===== src/rtl/loop_filter_gearshift_pkg.sv =====
// Shared definitions for the gear-shifting PI loop filter.
// - gear_e      : gear encoding carried on gear_o (0=ACQ, 1=TRACK, 2=LOCKED)
// - CALC_W      : working width of the filter datapath (wide enough for every product and sum)
// - sat_max/min : signed range limits for a given width
// - sat_signed  : clip a working-width value into a narrower signed range
// - abs_clip    : magnitude with the most negative code folded onto the most positive one
package loop_filter_gearshift_pkg;

    typedef enum logic [1:0] {
        GEAR_ACQ = 2'd0,
        GEAR_TRK = 2'd1,
        GEAR_LCK = 2'd2
    } gear_e;

    localparam int unsigned CALC_W = 32;

    function automatic logic signed [CALC_W-1:0] sat_max(input int unsigned w);
        logic signed [CALC_W-1:0] one;
        one = 1;
        return (one <<< (w - 1)) - one;
    endfunction

    function automatic logic signed [CALC_W-1:0] sat_min(input int unsigned w);
        logic signed [CALC_W-1:0] one;
        one = 1;
        return -(one <<< (w - 1));
    endfunction

    function automatic logic signed [CALC_W-1:0] sat_signed(input logic signed [CALC_W-1:0] v,
                                                            input int unsigned w);
        if (v > sat_max(w)) return sat_max(w);
        if (v < sat_min(w)) return sat_min(w);
        return v;
    endfunction

    // -2^(w-1) has no positive counterpart in w bits, so it reads as 2^(w-1)-1.
    function automatic logic [CALC_W-1:0] abs_clip(input logic signed [CALC_W-1:0] v,
                                                  input int unsigned w);
        if (v <= sat_min(w)) return CALC_W'(sat_max(w));
        if (v < 0) return CALC_W'(-v);
        return CALC_W'(v);
    endfunction

endpackage


===== src/rtl/loop_filter_gearshift_lock_detector.sv =====
// Lock detector and gear FSM for the loop filter.
// Counts consecutive settled samples to step ACQ -> TRACK -> LOCKED and consecutive slips to
// fall back to ACQ. Advances only on cycles where update_i is high.
// Ports:
// - gen_clk_i, reset_i : clock, asynchronous active-high reset
// - update_i           : a filter update happens this cycle
// - error_i            : signed phase error
// - gear_o             : current gear (registered)
// - lock_o             : high iff gear_o is LOCKED
module loop_filter_gearshift_lock_detector
    import loop_filter_gearshift_pkg::*;
#(
    parameter int unsigned ERROR_WIDTH   = 8,
    parameter int unsigned LOCK_THRESH   = 2,
    parameter int unsigned LOCK_COUNT    = 16,
    parameter int unsigned UNLOCK_THRESH = 8,
    parameter int unsigned UNLOCK_COUNT  = 4
) (
    input  logic                          gen_clk_i,
    input  logic                          reset_i,
    input  logic                          update_i,
    input  logic signed [ERROR_WIDTH-1:0] error_i,
    output gear_e                         gear_o,
    output logic                          lock_o
);

    localparam int unsigned LOCK_CNT_W = $clog2(LOCK_COUNT + 1);
    localparam int unsigned SLIP_CNT_W = $clog2(UNLOCK_COUNT + 1);

    gear_e                  gear_q, gear_d;
    logic [LOCK_CNT_W-1:0]  lock_cnt_q, lock_cnt_d;
    logic [SLIP_CNT_W-1:0]  slip_cnt_q, slip_cnt_d;
    logic [CALC_W-1:0]      err_mag;
    logic                   settled;
    logic                   slip;

    always_comb begin
        err_mag = abs_clip(CALC_W'(error_i), ERROR_WIDTH);
        settled = (err_mag <= CALC_W'(LOCK_THRESH));
        slip    = (err_mag > CALC_W'(UNLOCK_THRESH));
    end

    always_ff @(posedge gen_clk_i or posedge reset_i) begin
        if (reset_i) begin
            gear_q     <= GEAR_ACQ;
            lock_cnt_q <= '0;
            slip_cnt_q <= '0;
        end else begin
            gear_q     <= gear_d;
            lock_cnt_q <= lock_cnt_d;
            slip_cnt_q <= slip_cnt_d;
        end
    end

    always_comb begin
        gear_d     = gear_q;
        lock_cnt_d = lock_cnt_q;
        slip_cnt_d = slip_cnt_q;
        if (update_i) begin
            unique case (gear_q)
                GEAR_ACQ, GEAR_TRK: begin
                    if ((gear_q == GEAR_TRK) && slip) begin
                        gear_d     = GEAR_ACQ;
                        lock_cnt_d = '0;
                    end else if (settled) begin
                        if (lock_cnt_q == LOCK_CNT_W'(LOCK_COUNT - 1)) begin
                            gear_d     = (gear_q == GEAR_ACQ) ? GEAR_TRK : GEAR_LCK;
                            lock_cnt_d = '0;
                        end else begin
                            lock_cnt_d = lock_cnt_q + LOCK_CNT_W'(1);
                        end
                    end else begin
                        lock_cnt_d = '0;
                    end
                end
                GEAR_LCK: begin
                    if (slip) begin
                        if (slip_cnt_q == SLIP_CNT_W'(UNLOCK_COUNT - 1)) begin
                            gear_d     = GEAR_ACQ;
                            lock_cnt_d = '0;
                            slip_cnt_d = '0;
                        end else begin
                            slip_cnt_d = slip_cnt_q + SLIP_CNT_W'(1);
                        end
                    end else begin
                        slip_cnt_d = '0;
                    end
                end
                default: begin
                    gear_d     = GEAR_ACQ;
                    lock_cnt_d = '0;
                    slip_cnt_d = '0;
                end
            endcase
        end
    end

    always_comb begin
        gear_o = gear_q;
        lock_o = (gear_q == GEAR_LCK);
    end

endmodule


===== src/rtl/loop_filter_gearshift.sv =====
// Gear-shifting PI loop filter for the ADPLL: TDC phase error in, DCO control code out.
// Gains are selected by the registered gear, so an update on a gear-change edge still uses
// the old gear's gains. The integrator saturates to its own range and is held (anti-windup)
// when the output clips in the direction the integral term is pushing.
// Ports:
// - gen_clk_i, reset_i            : clock, asynchronous active-high reset
// - error_valid_i, error_i        : signed phase error and its qualifier
// - kp_*_i / ki_*_i               : per-gear unsigned fixed-point gains
// - freeze_i                      : open-loop hold of integrator, FSM and output
// - dco_cc_o                      : registered signed DCO control code
// - gear_o, lock_o                : current gear, lock indication
// - sat_o                         : output was clipped on the last update
module loop_filter_gearshift
    import loop_filter_gearshift_pkg::*;
#(
    parameter int unsigned ERROR_WIDTH   = 8,
    parameter int unsigned DCO_CC_WIDTH  = 9,
    parameter int unsigned KP_WIDTH      = 4,
    parameter int unsigned KP_FRAC_WIDTH = 1,
    parameter int unsigned KI_WIDTH      = 6,
    parameter int unsigned KI_FRAC_WIDTH = 4,
    parameter int unsigned ACC_INT_WIDTH = 12,
    parameter int unsigned LOCK_THRESH   = 2,
    parameter int unsigned LOCK_COUNT    = 16,
    parameter int unsigned UNLOCK_THRESH = 8,
    parameter int unsigned UNLOCK_COUNT  = 4
) (
    input  logic                           gen_clk_i,
    input  logic                           reset_i,
    input  logic                           error_valid_i,
    input  logic signed [ERROR_WIDTH-1:0]  error_i,
    input  logic [KP_WIDTH-1:0]            kp_acq_i,
    input  logic [KP_WIDTH-1:0]            kp_trk_i,
    input  logic [KP_WIDTH-1:0]            kp_lck_i,
    input  logic [KI_WIDTH-1:0]            ki_acq_i,
    input  logic [KI_WIDTH-1:0]            ki_trk_i,
    input  logic [KI_WIDTH-1:0]            ki_lck_i,
    input  logic                           freeze_i,
    output logic signed [DCO_CC_WIDTH-1:0] dco_cc_o,
    output logic [1:0]                     gear_o,
    output logic                           lock_o,
    output logic                           sat_o
);

    localparam int unsigned ACC_WIDTH  = ACC_INT_WIDTH + KI_FRAC_WIDTH;
    // Aligns the proportional term's binary point with the integrator's.
    localparam int unsigned FRAC_ALIGN = KI_FRAC_WIDTH - KP_FRAC_WIDTH;

    gear_e                          gear;
    logic                           lock;
    logic                           update;
    logic [KP_WIDTH-1:0]            kp_sel;
    logic [KI_WIDTH-1:0]            ki_sel;
    logic signed [CALC_W-1:0]       err_w, kp_w, ki_w, p_w, i_w;
    logic signed [CALC_W-1:0]       acc_c, sum_w, dco_full, dco_sat;
    logic                           clip_hi, clip_lo, hold_acc;
    logic signed [ACC_WIDTH-1:0]    acc_q, acc_d;
    logic signed [DCO_CC_WIDTH-1:0] dco_q, dco_d;
    logic                           sat_q, sat_d;

    assign update = error_valid_i & ~freeze_i;

    loop_filter_gearshift_lock_detector #(
        .ERROR_WIDTH   (ERROR_WIDTH),
        .LOCK_THRESH   (LOCK_THRESH),
        .LOCK_COUNT    (LOCK_COUNT),
        .UNLOCK_THRESH (UNLOCK_THRESH),
        .UNLOCK_COUNT  (UNLOCK_COUNT)
    ) u_lock_detector (
        .gen_clk_i (gen_clk_i),
        .reset_i   (reset_i),
        .update_i  (update),
        .error_i   (error_i),
        .gear_o    (gear),
        .lock_o    (lock)
    );

    always_comb begin
        kp_sel = kp_acq_i;
        ki_sel = ki_acq_i;
        unique case (gear)
            GEAR_TRK: begin
                kp_sel = kp_trk_i;
                ki_sel = ki_trk_i;
            end
            GEAR_LCK: begin
                kp_sel = kp_lck_i;
                ki_sel = ki_lck_i;
            end
            default: begin
                kp_sel = kp_acq_i;
                ki_sel = ki_acq_i;
            end
        endcase
    end

    always_comb begin
        err_w    = CALC_W'(error_i);
        kp_w     = CALC_W'(kp_sel);
        ki_w     = CALC_W'(ki_sel);
        p_w      = (err_w * kp_w) <<< FRAC_ALIGN;
        i_w      = err_w * ki_w;
        acc_c    = sat_signed(CALC_W'(acc_q) + i_w, ACC_WIDTH);
        sum_w    = p_w + acc_c;
        // Arithmetic shift gives floor for negative sums.
        dco_full = sum_w >>> KI_FRAC_WIDTH;
        dco_sat  = sat_signed(dco_full, DCO_CC_WIDTH);
        clip_hi  = (dco_full > sat_max(DCO_CC_WIDTH));
        clip_lo  = (dco_full < sat_min(DCO_CC_WIDTH));
        hold_acc = (clip_hi && (i_w > 0)) || (clip_lo && (i_w < 0));
        acc_d    = hold_acc ? acc_q : ACC_WIDTH'(acc_c);
        dco_d    = DCO_CC_WIDTH'(dco_sat);
        sat_d    = clip_hi | clip_lo;
    end

    always_ff @(posedge gen_clk_i or posedge reset_i) begin
        if (reset_i) begin
            acc_q <= '0;
            dco_q <= '0;
            sat_q <= 1'b0;
        end else if (update) begin
            acc_q <= acc_d;
            dco_q <= dco_d;
            sat_q <= sat_d;
        end
    end

    assign dco_cc_o = dco_q;
    assign sat_o    = sat_q;
    assign gear_o   = gear;
    assign lock_o   = lock;

endmodule

===== config.mk =====
export PLATFORM = sky130hd
export DESIGN_NAME = loop_filter_gearshift
export DESIGN_NICKNAME = d
export VERILOG_FILES = /design/src/rtl/loop_filter_gearshift_pkg.sv /design/src/rtl/loop_filter_gearshift_lock_detector.sv /design/src/rtl/loop_filter_gearshift.sv
export SDC_FILE = /design/constraint.sdc
export NUM_CORES = 1
export LEC_CHECK = 0
export BUFFER_PORTS_ARGS = -buffer_cell sky130_fd_sc_hd__buf_2
export CAP_MARGIN = 0
export CORE_MARGIN = 1
export CORE_UTILIZATION = 60
export CTS_CLUSTER_DIAMETER = 40
export DETAILED_ROUTE_END_ITERATION = 16
export PLACE_DENSITY = 0.8
export SETUP_SLACK_MARGIN = 0.2
export SYNTH_ARGS = -nofsm -noshare
export SYNTH_HDL_FRONTEND = slang
export SYNTH_SLANG_ARGS = --single-unit

===== constraint.sdc =====
create_clock -name gen_clk_i -period 14.2 [get_ports gen_clk_i]
set_input_delay 1.42 -clock gen_clk_i [delete_from_list [all_inputs] [get_ports gen_clk_i]]
set_output_delay 1.42 -clock gen_clk_i [all_outputs]
set_load 0.02 [all_outputs]

==> Word-level counts from Yosys, hierarchy flattened <==
Cells that the tools add are included.
{ "word_totals": {"elab_cells": 85, "in_bits": 42, "regBits": 36} }
{ "op_classes": {"n_bitwise": 5, "mux": 39, "add_sub_neg": 5, "n_reduce_logical": 10, "n_eq_ne": 8, "n_lt_le_gt_ge": 10, "n_mul": 2} }
{ "ops": {"columns": ["op", "n"], "rows": [
  ["$mux W32", 8],
  ["$mux W9", 4],
  ["$add A16 B32 Y32", 1],
  ["$gt A32 B4 Y1 const B", 1],
  ["$le A32 B2 Y1 const B", 1],
  ["$neg A8 Y32", 1],
  ["$gt A28 B9 Y1 const B", 1],
  ["$lt A28 B9 Y1 const B", 1],
  ["$mux W5", 5],
  ["$add A16 B15 Y17", 1],
  ["$gt A17 B16 Y1 const B", 1],
  ["$lt A17 B16 Y1 const B", 1],
  ["$gt A15 B1 Y1 const B", 1],
  ["$lt A15 B1 Y1 const B", 1],
  ["$mul A8 B7 Y15", 1],
  ["$mul A8 B5 Y13", 1],
  ["$mux W2", 6],
  ["$pmux W6 S2", 1],
  ["$pmux W5 S2", 1],
  ["$mux W1", 9],
  ["$le A8 B8 Y1 const B", 1],
  ["$lt A8 B1 Y1 const B", 1],
  ["$pmux W4 S2", 1],
  ["$mux W3", 2],
  ["other kinds (20)", 27]
]} }

==> Longest topological paths before layout <==
Gate-level depths: netlist (run 1).
{ "depth": {"depth_word": 15, "ltp_mapped": 45, "ltp_nobuf": 41} }

==> Hierarchy <==
Synthesis (run 1) repeated with hierarchy kept, for this count alone.
{ "hier_totals": {"hier_cells": 833, "hier_area_um2": 7168.1} }
{ "by_module_without_submodules": {"columns": ["module", "n_inst", "seq_area_each_um2", "area_each_um2", "cells_each"], "rows": [
  ["loop_filter_gearshift", 1, 650.6, 6351.1, 745],
  ["loop_filter_gearshift_lock_detector", 1, 250.2, 817.0, 88]
]} }

==> Least setup slack after synthesis (run 1) <==
OpenSTA, ideal clock, no wires.
{ "synth_timing": {"kind": "input -> register", "start": "input port ki_lck_i[1]", "end": "register acc_q[0]", "path_buffers": 3, "path_slack_ns": 3.299, "setup_ns": 0.125, "arrival_ns": 10.776, "stages": 40, "path_cell_list": "a22oi_1 -> nand2_1 -> o21ai_1 -> nand2b_1 -> inv_1 -> fa_1 -> inv_1 -> fa_1 -> inv_1 -> fa_1 -> inv_1 -> fa_1 -> inv_1 -> ha_1 -> nand3_1 -> nand2_1 -> a41o_1 -> o41ai_1 -> [4 not listed] -> a21oi_1 -> or2_2 -> clkbuf_1 -> nor2_1 -> clkbuf_1 -> o21ai_0 -> fa_1 -> a21oi_1 -> o21ai_0 -> a41o_1 -> nand2b_1 -> a21boi_1 -> o41a_1 -> or2_1 -> o41a_4 -> a221oi_4 -> buf_8 -> mux2_4"} }
{ "synth_via": {"elab_chain_cells": 14, "word_cells_on_any_way": 21, "cone_classes": "add/sub (2); mul (1); order compare (6); mux (7); bitwise (1); reduce/logical (4)"} }
{ "synth_rtl": {"columns": ["item", "line_no", "rtl"], "rows": [
  ["start: declaration", "loop_filter_gearshift.sv:37", "input logic [KI_WIDTH-1:0] ki_lck_i,"],
  ["$pmux W6 S2 (*)", "loop_filter_gearshift.sv:81", "unique case (gear)"],
  ["$mul A8 B7 Y15 (*)", "loop_filter_gearshift.sv:102", "i_w = err_w * ki_w;"],
  ["$add A16 B15 Y17 (*)", "loop_filter_gearshift.sv:103", "acc_c = sat_signed(CALC_W'(acc_q) + i_w, ACC_WIDTH);"],
  ["$lt A17 B16 Y1", "loop_filter_gearshift_pkg.sv:32", "if (v < sat_min(w)) return sat_min(w);"],
  ["$mux W1 (2 in series)", "loop_filter_gearshift_pkg.sv:32", null],
  ["$mux W32", "loop_filter_gearshift_pkg.sv:33", "return v;"],
  ["$mux W32 (*)", "loop_filter_gearshift_pkg.sv:32", null],
  ["named net acc_c[4]", "loop_filter_gearshift.sv:55", "logic signed [CALC_W-1:0] acc_c, sum_w, dco_full, dco_sat;"],
  ["$add A16 B32 Y32 (*)", "loop_filter_gearshift.sv:104", "sum_w = p_w + acc_c;"],
  ["$gt A28 B9 Y1 / $lt A28 B9 Y1 (equally long branches)", "loop_filter_gearshift.sv:108, loop_filter_gearshift.sv:109", null],
  ["$logic_and A1 B1 Y1", "loop_filter_gearshift.sv:110", "hold_acc = (clip_hi && (i_w > 0)) || (clip_lo && (i_w < 0));"],
  ["$logic_or A1 B1 Y1 (*)", "loop_filter_gearshift.sv:110", null],
  ["$not A1 Y1 (no line) (*)", null, null],
  ["$reduce_and A2 Y1 (no line) (*)", null, null],
  ["end signal: assignment", "loop_filter_gearshift.sv:118", "acc_q <= '0;"],
  ["end signal: assignment", "loop_filter_gearshift.sv:122", "acc_q <= acc_d;"],
  ["end: declaration", "loop_filter_gearshift.sv:57", "logic signed [ACC_WIDTH-1:0] acc_q, acc_d;"]
]} }
The timed path passes the listed nets; every way through them passes the cells marked *. The select of a mux whose other input is x is not followed.
A chain may end at the register's enable or synchronous reset.

==> Worst setup path in the final report (run 1) <==
{ "layout_timing": {"start": "input port ki_lck_i[1]", "end": "register acc_q[14]"} }
Same word-level chain as after synthesis.

==> results.env, run 1 <==
POSTSYNTHREGISTERBITS=36
ANTENNA_CELLS_INSERTED=0
TIMING.CRITICAL_PATH.REQUIRED_NS=14.38
DOMINANTREGCELLSYNTH='sky130_fd_sc_hd__dfrtp_1'
SETUP.WORST_PATH.START_CLASS='input pin'
PERIOD_NEEDED_NS=11.84
INSERTION_DELAY_NS=0.29
CTS_ROOT_BUF='sky130_fd_sc_hd__clkbuf_8'
DIE-AREA_MM2=0.01145
NUMCLOCKSINKS=36
SETUP_REPAIR_AFTER_GLOBAL_ROUTING_MISSED_ITS_MARGIN='no'
ROUTABILITY_CONGESTION_ESTIMATE=0.8903
GRT_PASS1_WL_UM=24940
CP.ARRIVAL_NS=12.03
DESIGN.PORTCOUNT=55
DRT_PRE_ANTENNA_ITERS=5
ANTENNA_FOUND_INITIAL=0
CTS_REPAIR_RESIZE_COUNT=0
WORST_SETUP_PATH_END_KIND='flop'
POST_ROUTE_CELLS_DRIVE_ABOVE_1_SHARE=0.1130
FINAL.PERIOD_UTILIZATION=0.8340
CTS_MAX_LEVEL=2
SLEW_HEADROOM=0.3217
NETS=1007
GRT_MAX_DEGREE=37
DIE_WIDTH_UM=107.0
MAPPEDNETLISTAREA_MM2=0.006618
POSTSYNTH.ASYNCRESETSHARE=1.000
FINAL.SETUP_SKEW_NS=0.005698
MIN-DELAY-PATH-CLASS='flop to flop'
FINALWORSTSETUPSLACK_NS=2.357
SYNTH.LIB_CELLS_USED.DISTINCT=59
GRT_PASS1_VIAS=5416
WORST-SLEW-PIN-TRANSITION_NS=1.017
DETAIL_ROUTE.VIAS_PER_CELL=5.725
POST_LAYOUT_NONFILLER_INSTANCES=959
CRITICAL_PATH_PEAK_FANOUT=16
SYNTH.AVG_CELL_AREA_UM2=8.506
DRC=0
ROWS=37
FINALSETUPVIOLATIONS=0
HOLD_VIOL_FINAL=0
FMAX_MHz=84.44
DRT-TOTAL-WL_UM=14730
COUNT_OF_NETS_LEFT_WITH_ANTENNA_VIOLATIONS_AFTER_DETAIL_ROUTING=0
NUMBER_OF_HOLD_REPAIR_BUFFERS_ADDED_AT_THE_CTS_STAGE=0
SYN-NUM-NETS=963
YS_SEQ_AREA_FRAC=0.1361
GR-USAGE-ALL-LAYERS=0.2707
CORE_AREA_MM2=0.01051
CPMAXSTAGEDELAYCELL='sky130_fd_sc_hd__a221oi_4'
CLKTRANSATPATHREGS_NS=0.08
FLOORPLAN.INITIALDENSITY=0.6297
NUMBER_OF_ENABLE_TYPE_REGISTER_CELLS_IN_THE_SYNTHESIZED_NETLIST=0
RUN_STATUS='finished clean'
CTS-ROOT-TO-SINK-BUFFERS=2
CTS_SETUP_BUFFERS=0
NUMPORTBUFFERS=54
PLACED_CELLS_INCL_TAPS=951
GRT.OVERFLOW.TOTAL=0
SLEW_VIOL_FINAL=0
PLACE_WORST_SETUP_SLACK_NS=2.130
CAP_VIOL_MAX_COUNT=0
NUM_VIAS=5490
DETAILEDROUTE.FIRSTITERATIONVIOLATIONS=368
POSTSYNTHCELLCOUNT=778
WL_PER_CELL_UM=15.35
DIEHEIGHT_UM=107.0
TRITONCTS.NUM_BUFFERS=5
SYN2LAYOUT_AREA_GROWTH_PCT=7.147
PATH_CLASS='input pin to flop'
FIN_SETUP_TNS_NS=0
CRIT_PATH_MAX_INCR_DELAY_NS=0.88
YOSYS_WARNINGS=0
DP.FINAL_HPWL_UM=12360
TRITONCTS='done'
## registers in the layout, indices dropped and copies added, names as in the netlist
| name | count |
|---|---|
| acc_q | 16 |
| dco_cc_o | 9 |
| sat_o | 1 |
| u_lock_detector.gear_o | 2 |
| u_lock_detector.lock_cnt_q | 5 |
| u_lock_detector.slip_cnt_q | 3 |
## cells in the mapped netlist, types with 11 or more instances
cell type / count / area share
sky130_fd_sc_hd__nor2b_1: 49 / 0.046
sky130_fd_sc_hd__ha_1: 89 / 0.17
sky130_fd_sc_hd__nand2b_1: 18 / 0.017
sky130_fd_sc_hd__dfrtp_1: 36 / 0.14
sky130_fd_sc_hd__nor2_1: 50 / 0.028
sky130_fd_sc_hd__clkbuf_1: 16 / 0.0091
sky130_fd_sc_hd__nand2_1: 50 / 0.028
sky130_fd_sc_hd__inv_1: 108 / 0.061
sky130_fd_sc_hd__fa_1: 54 / 0.16
sky130_fd_sc_hd__a21o_1: 20 / 0.023
sky130_fd_sc_hd__a21oi_1: 68 / 0.051
sky130_fd_sc_hd__xnor2_1: 40 / 0.053
sky130_fd_sc_hd__o21ai_1: 11 / 0.0083
sky130_fd_sc_hd__o21ai_0: 26 / 0.020
## worst paths after layout
check,startpoint,depth (start not counted),to,slack [ns]
min,sat_o,2,sat_o,0.47
min in group asynchronous,reset_i,3,u_lock_detector.lock_cnt_q[2],1.22
max,ki_lck_i[1],39,acc_q[14],2.36
max in group asynchronous,reset_i,3,dco_cc_o[2],12.63
max reg2reg,u_lock_detector.gear_o[0],38,acc_q[14],2.61
min reg2reg,sat_o,2,sat_o,0.47
## critical path: cells and delay by family
family | cells | cell delay (ns)
AOI/OAI and AO/OA | 17 | 4.36
and+or+nand+nor | 7 | 1.64
adders and majority gates | 7 | 3.23
buffers and inverters | 6 | 0.40
muxes | 1 | 0.42
xor gates and xnor gates | 1 | 0.54
## cell families after synthesis
logic type,count (synthesis),synth area share
simple gates,210,0.1590
buf+inv,127,0.07430
compound gates,188,0.1874
flops,36,0.1361
fa+ha+maj,146,0.3362
xor+xnor,50,0.06618
mux,21,0.04084
## metrics by stage
step / hold slack [ns] / utilization / area (um2)
6_report: 0.4735 / 0.6747 / 7091
5_1_grt: 0.5118 / 0.6747 / 7091
4_1_cts: 0.4715 / 0.6747 / 7091
3_5_place_dp: 0.4550 / 0.6645 / 6983
3_3_place_gp: 0.4469 / 0.6645 / 6983
2_1_floorplan: 0.4534 / - / 6618
## cells in the final DEF (no fill, tap or decap), types with 3 or more instances in the layout
cell type | Yosys | final
sky130_fd_sc_hd__dfrtp_1 | 36 | 36
sky130_fd_sc_hd__a21o_1 | 20 | 20
sky130_fd_sc_hd__o21a_1 | 6 | 6
sky130_fd_sc_hd__nor2_1 | 50 | 50
sky130_fd_sc_hd__a31oi_1 | 4 | 4
sky130_fd_sc_hd__mux2_4 | 10 | 10
sky130_fd_sc_hd__o211ai_1 | 3 | 3
sky130_fd_sc_hd__mux2_2 | 8 | 8
sky130_fd_sc_hd__mux2i_1 | 3 | 3
sky130_fd_sc_hd__buf_2 | 0 | 54
sky130_fd_sc_hd__xnor2_1 | 40 | 40
sky130_fd_sc_hd__o21ai_1 | 11 | 11
sky130_fd_sc_hd__nand2b_1 | 18 | 18
sky130_fd_sc_hd__a41o_1 | 5 | 5
sky130_fd_sc_hd__a211oi_1 | 3 | 3
sky130_fd_sc_hd__or2_2 | 4 | 4
sky130_fd_sc_hd__o21ai_0 | 26 | 26
sky130_fd_sc_hd__nand3_1 | 9 | 9
sky130_fd_sc_hd__maj3_1 | 3 | 3
sky130_fd_sc_hd__or3_1 | 5 | 5
sky130_fd_sc_hd__ha_1 | 89 | 89
sky130_fd_sc_hd__and2_1 | 9 | 9
sky130_fd_sc_hd__a21boi_0 | 3 | 3
sky130_fd_sc_hd__fa_1 | 54 | 54
sky130_fd_sc_hd__o211a_1 | 3 | 3
sky130_fd_sc_hd__o21bai_1 | 5 | 5
sky130_fd_sc_hd__inv_1 | 108 | 108
sky130_fd_sc_hd__clkbuf_8 | 0 | 5
sky130_fd_sc_hd__a22oi_1 | 10 | 10
sky130_fd_sc_hd__a21oi_1 | 68 | 68
sky130_fd_sc_hd__nor2b_1 | 49 | 49
sky130_fd_sc_hd__nand2_1 | 50 | 50
sky130_fd_sc_hd__xor2_1 | 10 | 10
sky130_fd_sc_hd__nor3_1 | 7 | 7
## final cells by class
cell class	instances	area [um2]
Multi-Input combinational cell	615	5225
Tap cell	136	170.2
Inverter	109	409.1
Fill cell	859	3418
Timing Repair Buffer	55	277.8
Clock inverter	2	35.03
Clock buffer	6	72.57
Sequential cell	36	900.9
## layer usage
| metal | share of wire | global-route usage |
|---|---|---|
| met1 | 0.46 | 0.3636 |
| met2 | 0.48 | 0.4631 |
| met3 | 0.045 | 0.03100 |
| met4 | 0.018 | 0.06849 |
| met5 | 0 | 0 |
Power of run 1 is not shown: default switching activity piles up to over one toggle a cycle in this logic, so the estimate is an artifact.
==> run 2: changes to the inputs <==
--- a/config.mk
+++ b/config.mk
@@ -8,7 +8,7 @@
 export BUFFER_PORTS_ARGS = -buffer_cell sky130_fd_sc_hd__buf_2
 export CAP_MARGIN = 0
 export CORE_MARGIN = 1
-export CORE_UTILIZATION = 60
+export CORE_UTILIZATION = 57
 export CTS_CLUSTER_DIAMETER = 40
 export DETAILED_ROUTE_END_ITERATION = 16
 export PLACE_DENSITY = 0.8
==> constraint.sdc (replaced) <==
create_clock -name gen_clk_i -period 9.7 [get_ports gen_clk_i]
set_input_delay 0.97 -clock gen_clk_i [delete_from_list [all_inputs] [get_ports gen_clk_i]]
set_output_delay 0.97 -clock gen_clk_i [all_outputs]
set_load 0.02 [all_outputs]
==> run 2 against run 1 <==
Effect of this change:
- global-route usage increased by 4.8 points
- die area increased by 5.2%
- register-to-register slack got worse by 2.3 ns
- critical path depth rose by 1
- setup slack lost 2.2 ns
- design area increased by 17%
- routed wire length increased by 23%
- largest cell class unchanged
==> results.env, run 2 (synthesized netlist as in run 1, its figures left out) <==
ANTENNA_CELLS_INSERTED=0
TIMING.CRITICAL_PATH.BUF_INV=8
SETUP_REPAIR_AFTER_GLOBAL_ROUTING_MISSED_ITS_MARGIN='yes'
INSERTION_DELAY_NS=0.29
FINALSETUPVIOLATIONS=0
DIEHEIGHT_UM=109.8
ROUTABILITY_CONGESTION_ESTIMATE=0.9077
WORST_SETUP_PATH_STARTPOINT='ki_lck_i[3]'
CRIT_PATH_END='acc_q[5]'
PATH_DEPTH=40
CORE_AREA_MM2=0.01108
CTS_MAX_LEVEL=2
CLKTRANSATPATHREGS_NS=0.06
TRITONCTS.NUM_BUFFERS=5
GR-USAGE-ALL-LAYERS=0.3186
NUM_VIAS=6039
TRITONCTS='done'
SETUP.WORST_PATH.START_CLASS='input pin'
GRT_PASS1_VIAS=6311
HOLDWS_NS=0.4747
FLOORPLAN.INITIALDENSITY=0.5974
COUNT_OF_NETS_LEFT_WITH_ANTENNA_VIOLATIONS_AFTER_DETAIL_ROUTING=0
LARGEST_REG_FLOPS=16
SLEW_VIOL_FINAL=0
ROWS=38
FIN_SETUP_TNS_NS=0
WL_PER_CELL_UM=17.38
DIE-AREA_MM2=0.01205
NUMPORTBUFFERS=54
CRITICAL_PATH_PEAK_FANOUT=8
CAP_VIOL_MAX_COUNT=0
HOLD_PATH_STARTPOINT='sat_o'
CRITICAL-PATH-TOP-CELL-BY-COUNT='sky130_fd_sc_hd__buf_4'
FINAL.SETUP_SKEW_NS=0.008543
MOSTFREQUENTLAYOUTCELL='sky130_fd_sc_hd__inv_1'
POST_ROUTE_CELLS_DRIVE_ABOVE_1_SHARE=0.2803
CP_TOP_FAMILY='adder cells'
WORSTREG2REGEND='acc_q[5]'
GRT_MAX_DEGREE=21
MIN-DELAY-PATH-CLASS='flop to flop'
CRIT_PATH_MAX_INCR_DELAY_NS=0.61
DP.FINAL_HPWL_UM=14360
FF2FF_PATH_DEPTH=40
LARGEST-REGISTER='acc_q'
PERIOD_NEEDED_NS=9.499
FF2FF_SETUP_SLACK_NS=0.26
SYN2LAYOUT_AREA_GROWTH_PCT=25.13
DRC=0
DETAILEDROUTE.FIRSTITERATIONVIOLATIONS=290
CP.ARRIVAL_NS=9.67
SLEW_HEADROOM=0.4481
CPMAXSTAGEDELAYCELL='sky130_fd_sc_hd__fa_2'
WORST-SLEW-PIN-TRANSITION_NS=0.8279
HOLD_VIOL_FINAL=0
MOSTFREQUENTLAYOUTCELLS='100 x sky130_fd_sc_hd__inv_1, 77 x sky130_fd_sc_hd__ha_1, 71 x sky130_fd_sc_hd__buf_4'
TIMING.CRITICAL_PATH.REQUIRED_NS=9.87
DIE_WIDTH_UM=109.8
CTS_ROOT_BUF='sky130_fd_sc_hd__clkbuf_16'
FINALCOREUTILIZATION=0.7475
DRT_PRE_ANTENNA_ITERS=5
NETS=1083
GRT.OVERFLOW.TOTAL=0
PATH_CLASS='input pin to flop'
DESIGN.PORTCOUNT=55
FMAX_MHz=105.3
FINAL.PERIOD_UTILIZATION=0.9792
ANTENNA_FOUND_INITIAL=0
WORST_SETUP_PATH_END_KIND='flop'
DETAIL_ROUTE.VIAS_PER_CELL=5.812
DRT-TOTAL-WL_UM=18060
NUMCLOCKSINKS=36
GRT_PASS1_WL_UM=29500
R2R-START='u_lock_detector.gear_o[0]'
CTS-ROOT-TO-SINK-BUFFERS=2
RUN_STATUS='finished clean'
run 2: cell count changes in the layout (fill, tap and decap cells not counted), sizes merged:
cell / before / now
buf: 55 / 130
clkinvlp: 0 / 1
run 2: layout make-up:
type	count	area [um2]
Clock buffer	5	125.1
Sequential cell	36	903.4
Clock inverter	3	42.54
Fill cell	754	2798
Tap cell	140	175.2
Multi-Input combinational cell	615	5718
Timing Repair Buffer	131	899.6
Inverter	109	416.7
run 2: worst register-to-register path, delay by kind of cell, from the launching register on:
family          cells  cell delay, ns
buf+inv             7            0.94
compound gates     15            2.63
fa+ha+maj           9            3.49
simple gates        8            1.53
flops               1            0.45
mux                 1            0.31
run 2: repair_timing:
| action | CTS | global route |
|---|---|---|
| resized for setup | 43 | 45 |
| hold buffers | 0 | 0 |
| setup buffers | 13 | 1 |
| endpoints found under the setup margin | 17 | 25 |
| pin swaps | 36 | 15 |
| cloned | 1 | 0 |
run 2: how the worst min path moves through the flow:
stage	endpoint	cells past startpoint
2_1_floorplan	u_lock_detector.slip_cnt_q[1]	2
3_3_place_gp	sat_o	2
3_5_place_dp	sat_o	2
4_1_cts	sat_o	2
5_1_grt	sat_o	2
6_report	sat_o	2
run 2: stage by stage:
step           std cells  area, um2  setup WS, ns
2_1_floorplan        778       6825        0.2021
3_3_place_gp        1016       7621      -0.02752
3_5_place_dp        1016       7621       -0.2749
4_1_cts             1038       8088        0.2068
5_1_grt             1039       8280      -0.05234
6_report            1039       8280        0.2014
run 2: per-layer routing:
metal  track usage  vias to the layer above  part of all wire
li1              -                     2869                 -
met1        0.3818                     2898              0.42
met2        0.5620                      206              0.49
met3       0.05098                       66             0.049
met4        0.1400                        0             0.047
met5             0                        -                 0
Power of run 2 is left out for the same reason.
